`src/rtl/cache_bus_arbiter.sv`:
```
`default_nettype none
// ----------------------------------------------------------------------------
// cache_bus_arbiter : shares one SRAM-like bridge port between icache and dcache
// Revision 1.0 : initial release
// ----------------------------------------------------------------------------
module cache_bus_arbiter #(
   parameter int STARVE_LIMIT = 4,
   parameter int CNT_WIDTH    = 3
) (
   input  logic        clk,
   input  logic        rst,
   input  logic        inst_req,
   input  logic        inst_wr,
   input  logic [1:0]  inst_size,
   input  logic [31:0] inst_addr,
   input  logic [31:0] inst_wdata,
   output logic [31:0] inst_rdata,
   output logic        inst_addr_ok,
   output logic        inst_data_ok,
   input  logic        data_req,
   input  logic        data_wr,
   input  logic [1:0]  data_size,
   input  logic [31:0] data_addr,
   input  logic [31:0] data_wdata,
   output logic [31:0] data_rdata,
   output logic        data_addr_ok,
   output logic        data_data_ok,
   output logic        bus_req,
   output logic        bus_wr,
   output logic [1:0]  bus_size,
   output logic [31:0] bus_addr,
   output logic [31:0] bus_wdata,
   input  logic [31:0] bus_rdata,
   input  logic        bus_addr_ok,
   input  logic        bus_data_ok
);

   typedef enum logic [1:0] {
      S_IDLE = 2'd0,
      S_REQ  = 2'd1,
      S_RESP = 2'd2
   } state_t;

   localparam logic                 c_OWN_DATA = 1'b0;
   localparam logic                 c_OWN_INST = 1'b1;
   localparam logic [CNT_WIDTH-1:0] c_LIMIT    = CNT_WIDTH'(STARVE_LIMIT);

   state_t               r_state;
   state_t               w_state_next;
   logic                 r_owner;
   logic                 w_owner_next;
   logic [CNT_WIDTH-1:0] r_starve_cnt;
   logic [CNT_WIDTH-1:0] w_cnt_next;
   logic                 w_grant_inst;
   logic                 w_sel_inst;
   logic                 w_acc;

   // Inst wins only when forced by starvation or when data is not asking.
   assign w_grant_inst = inst_req & ((r_starve_cnt == c_LIMIT) | ~data_req);
   assign w_sel_inst   = (r_state == S_IDLE) ? w_grant_inst : r_owner;

   assign bus_wr    = w_sel_inst ? inst_wr    : data_wr;
   assign bus_size  = w_sel_inst ? inst_size  : data_size;
   assign bus_addr  = w_sel_inst ? inst_addr  : data_addr;
   assign bus_wdata = w_sel_inst ? inst_wdata : data_wdata;

   assign w_acc        = bus_req & bus_addr_ok;
   assign inst_addr_ok = w_acc &  w_sel_inst;
   assign data_addr_ok = w_acc & ~w_sel_inst;

   assign inst_data_ok = (r_state == S_RESP) & (r_owner == c_OWN_INST) & bus_data_ok;
   assign data_data_ok = (r_state == S_RESP) & (r_owner == c_OWN_DATA) & bus_data_ok;
   assign inst_rdata   = bus_rdata;
   assign data_rdata   = bus_rdata;

   always_comb begin
      w_state_next = r_state;
      w_owner_next = r_owner;
      w_cnt_next   = r_starve_cnt;
      bus_req      = 1'b0;
      case (r_state)
         S_IDLE: begin
            bus_req = inst_req | data_req;
            if (bus_req) begin
               w_owner_next = w_grant_inst;
               w_state_next = bus_addr_ok ? S_RESP : S_REQ;
            end
         end
         S_REQ: begin
            bus_req = 1'b1;
            if (bus_addr_ok) begin
               w_state_next = S_RESP;
            end
         end
         S_RESP: begin
            if (bus_data_ok) begin
               w_state_next = S_IDLE;
            end
         end
         default: begin
            w_state_next = S_IDLE;
         end
      endcase
      // Starvation counts consecutive data acceptances while inst is waiting.
      if (w_acc) begin
         if (!w_sel_inst && inst_req) begin
            w_cnt_next = (r_starve_cnt == c_LIMIT) ? c_LIMIT : r_starve_cnt + 1'b1;
         end else begin
            w_cnt_next = '0;
         end
      end
   end

   always_ff @(posedge clk) begin
      if (rst) begin
         r_state      <= S_IDLE;
         r_owner      <= c_OWN_DATA;
         r_starve_cnt <= '0;
      end else begin
         r_state      <= w_state_next;
         r_owner      <= w_owner_next;
         r_starve_cnt <= w_cnt_next;
      end
   end

endmodule
`default_nettype wire

```
`config.mk`:
```
export PLATFORM = sky130hd
export DESIGN_NAME = cache_bus_arbiter
export DESIGN_NICKNAME = d
export VERILOG_FILES = /design/src/rtl/cache_bus_arbiter.sv
export SDC_FILE = /design/constraint.sdc
export NUM_CORES = 1
export LEC_CHECK = 0
export CAP_MARGIN = 20
export CORE_AREA = 8 8 113 115
export DETAILED_ROUTE_END_ITERATION = 12
export DIE_AREA = 0 0 121 123
export GPL_ROUTABILITY_DRIVEN = 0
export PLACE_DENSITY = 0.65
export SYNTH_ARGS = -nofsm -noshare
export SYNTH_HDL_FRONTEND = slang
export SYNTH_SLANG_ARGS = --single-unit
```
`constraint.sdc`:
```
create_clock -name clk -period 6.1 [get_ports clk]
set_input_delay 0.915 -clock clk [delete_from_list [all_inputs] [get_ports clk]]
set_output_delay 0.915 -clock clk [all_outputs]
set_load 0.1 [all_outputs]
```
==> impl_metrics.yaml <==
yosys:
  netlist_area_um2: 1805
  synth-edff-count: 0
  synth_top_area_cell: "buf_4"
  synth_mux_area_frac: 0.4595
  synth_common_cells: "buf_4, mux2_2, mux2_4, buf_6, mux2_1"
  ys_async_sr_fraction: 0
  synth_compound_area_frac: 0.06098
  ys_seq_elements: 6
  yosys.area_share.adder: 0.01386
  synth_xor_xnor_area_share: 0
  yosysMostFrequentCell: "buf_4"
  syn-num-nets: 361
  synth_top_family_by_area: "multiplexers"
  synth_ff_type: "dfxtp_1"
  syn_area_per_cell_um2: 9.655
  synth.distinct_cells: 34
  ys_top_cells_by_area: "buf_4, mux2_2, mux2_4, dfxtp_1, buf_6"
  synth-simple-area-share: 0.07484
  synth_top_area_frac: 0.2661
  netlist_instances: 187
  synth-seq-area-share: 0.06653
  synth_warnings: 0
layout:
  drive_gt1_frac: 0.2273
  nFillCells: 1143
  antennaDiodeCount: 0
  fin_area_um2: 3597
  area_delta_synth_final_pct: 99.24
  nets: 506
  stdcell_count: 473
  fin_util: 0.3247
grt:
  grt_max_degree: 44
  antenna_found_initial: 0
  grt-ovfl-total: 0
  track_usage: 0.09954
  grt_pass1_wl_mm: 11.80
  first_global_vias: 2188
routing:
  routed_wl_mm: 8.369
  vias: 1850
  drc: 0
  drt-initial-drc-count: 32
  via_per_inst: 3.911
  drtPass1Iterations: 4
  wl_per_cell_um: 17.69
  drt.antenna.violating_nets: 0
min_path:
  hold_depth: 2
  min_from: "r_starve_cnt[1]"
  hold_class: "reg -> reg"
  worstHoldEndpoint: "r_starve_cnt[1]"
placement:
  dpl_cell_area_um2: 3522
  dp.cells: 470
  pre_cts_slack_ps: 1279
  io_buffers: 211
  hpwl_mm: 7.469
setup_path:
  r2r_slack_ps: 4250
  cp.required_ps: 5180
  cp_slowest_cell: "clkdlybuf4s50_1"
  r2r_start: "r_starve_cnt[0]"
  critPathMaxFanout: 43
  critPathLaunchType: "input pin"
  path_cells: "clkdlybuf4s50_1 -> inv_2 -> o41ai_4 -> buf_4 -> mux2_2 -> clkdlybuf4s50_1"
  end_kind: "output pin"
  rr_endpoint: "r_owner"
  crit_top_cell: "clkdlybuf4s50_1"
  critical_path_class: "in -> out"
  cpPeakStageDelay_ps: 1150
  r2r_cells: 6
  cp.arrival_ps: 3900
cts:
  cts.reportedPaths.clkPinSlew_ps: 30
  h-tree-depth: 1
  numCtsBuffers: 3
  cts_sinks: 6
  clk_path_buf_depth: 2
  cts-resized-gates: 0
  hold_buffers: 0
  cts_tree: "yes"
  insertion_delay_ps: 230
  postCtsSetupBuffers: 0
  clockRootBuffer: "clkbuf_16"
floorplanning:
  coreArea_um2: 11080
  ios: 308
  fp.dieH_um: 123
  floorplan.initialDensity: 0.1630
  die_x_um: 121
  die_area_um2: 14880
  fp-row-count: 39
sta:
  skew_ps: 0.5211
  fmax_mhz: 207.8
  period_share: 0.7891
  slew_violations: 0
  finalSetupTns_ps: 0
  hold-worst-slack_ps: 533.5
  tightest_slew_ps: 1056
  max_slew_margin: 0.2938
  rsz0062_at_grt: "no"
  worst_slack_ps: 1287
  fin_crit_ps: 4813
  finalSetupViolCount: 0
  hold_violations: 0
power:
  power_uw: 764.7
  p_per_area_nw_per_um2: 212.6
  leakagePower_nw: 1.358
  ir_drop_mv: 0.1040
job:
  max-cap-violations: 0
run_status:
  status: "complete, no violations"
registers in the layout (all words and copies together) (netlist names):
name / cells
r_starve_cnt: 3
r_state: 2
r_owner: 1
layout by cell type, fill, tap and decap left out, types with 2 or more instances in the layout:
cell type / netlist / routed
clkdlybuf4s50_1: 0 / 205
nor3b_1: 2 / 2
nor2_1: 6 / 6
mux2_2: 40 / 40
buf_4: 64 / 8
nand2b_1: 2 / 2
o32ai_1: 2 / 2
clkbuf_16: 0 / 3
nand2_1: 3 / 3
ha_1: 2 / 2
inv_1: 2 / 2
and2b_1: 2 / 2
mux2_1: 7 / 7
o21ai_0: 2 / 2
dfxtp_1: 6 / 6
mux2_4: 20 / 20
cells by family after synthesis:
| group | after synthesis |
|---|---|
| mux | 67 |
| flops | 6 |
| simple gates | 24 |
| fa+ha+maj | 2 |
| buf+inv | 76 |
| compound gates | 12 |
worst max path at each step:
stage,startpoint,end,slack (ps),depth (start not counted)
floorplan,data_req,data_addr_ok,2410,4
global placement,inst_req,bus_addr[15],1330,6
detailed placement,inst_req,bus_addr[15],1280,6
CTS,inst_req,bus_addr[15],1260,6
global route,inst_req,bus_addr[15],1180,6
finish,inst_req,bus_addr[15],1290,6
layout make-up:
| cell class | count | area [um^2] | area share |
|---|---|---|---|
| timing repair buffer | 213 | 2112 | 0.5871 |
| clock buffer | 3 | 75.07 | 0.02087 |
| inverter | 3 | 11.26 | 0.003130 |
| sequential | 6 | 120.1 | 0.03339 |
| multi-input combinational | 105 | 1100 | 0.3057 |
| tap | 143 | 178.9 | 0.04974 |
worst max-delay path: cells and delay by family:
kind,cells,cell delay [ps]
mux,1,290
compound gates,1,300
buf+inv,4,2350
per-layer routing:
| metal | vias to the layer above | wire length (um) | global-route usage |
|---|---|---|---|
| met3 | 30 | 1023 | 0.04932 |
| li1 | 873 | - | - |
| met2 | 132 | 4201 | 0.1710 |
| met5 | - | 0 | 0 |
| met4 | 0 | 208 | 0.03981 |
| met1 | 815 | 2936 | 0.1022 |
power by group:
part	total [mW]	switching, mW	leakage (nW)	internal, mW
sequential	0.0443	0.00299	0.0490	0.0413
clock	0.107	0.0225	0.0370	0.0842
combinational	0.614	0.409	1.27	0.205
Power figures use the tool's default switching activity.
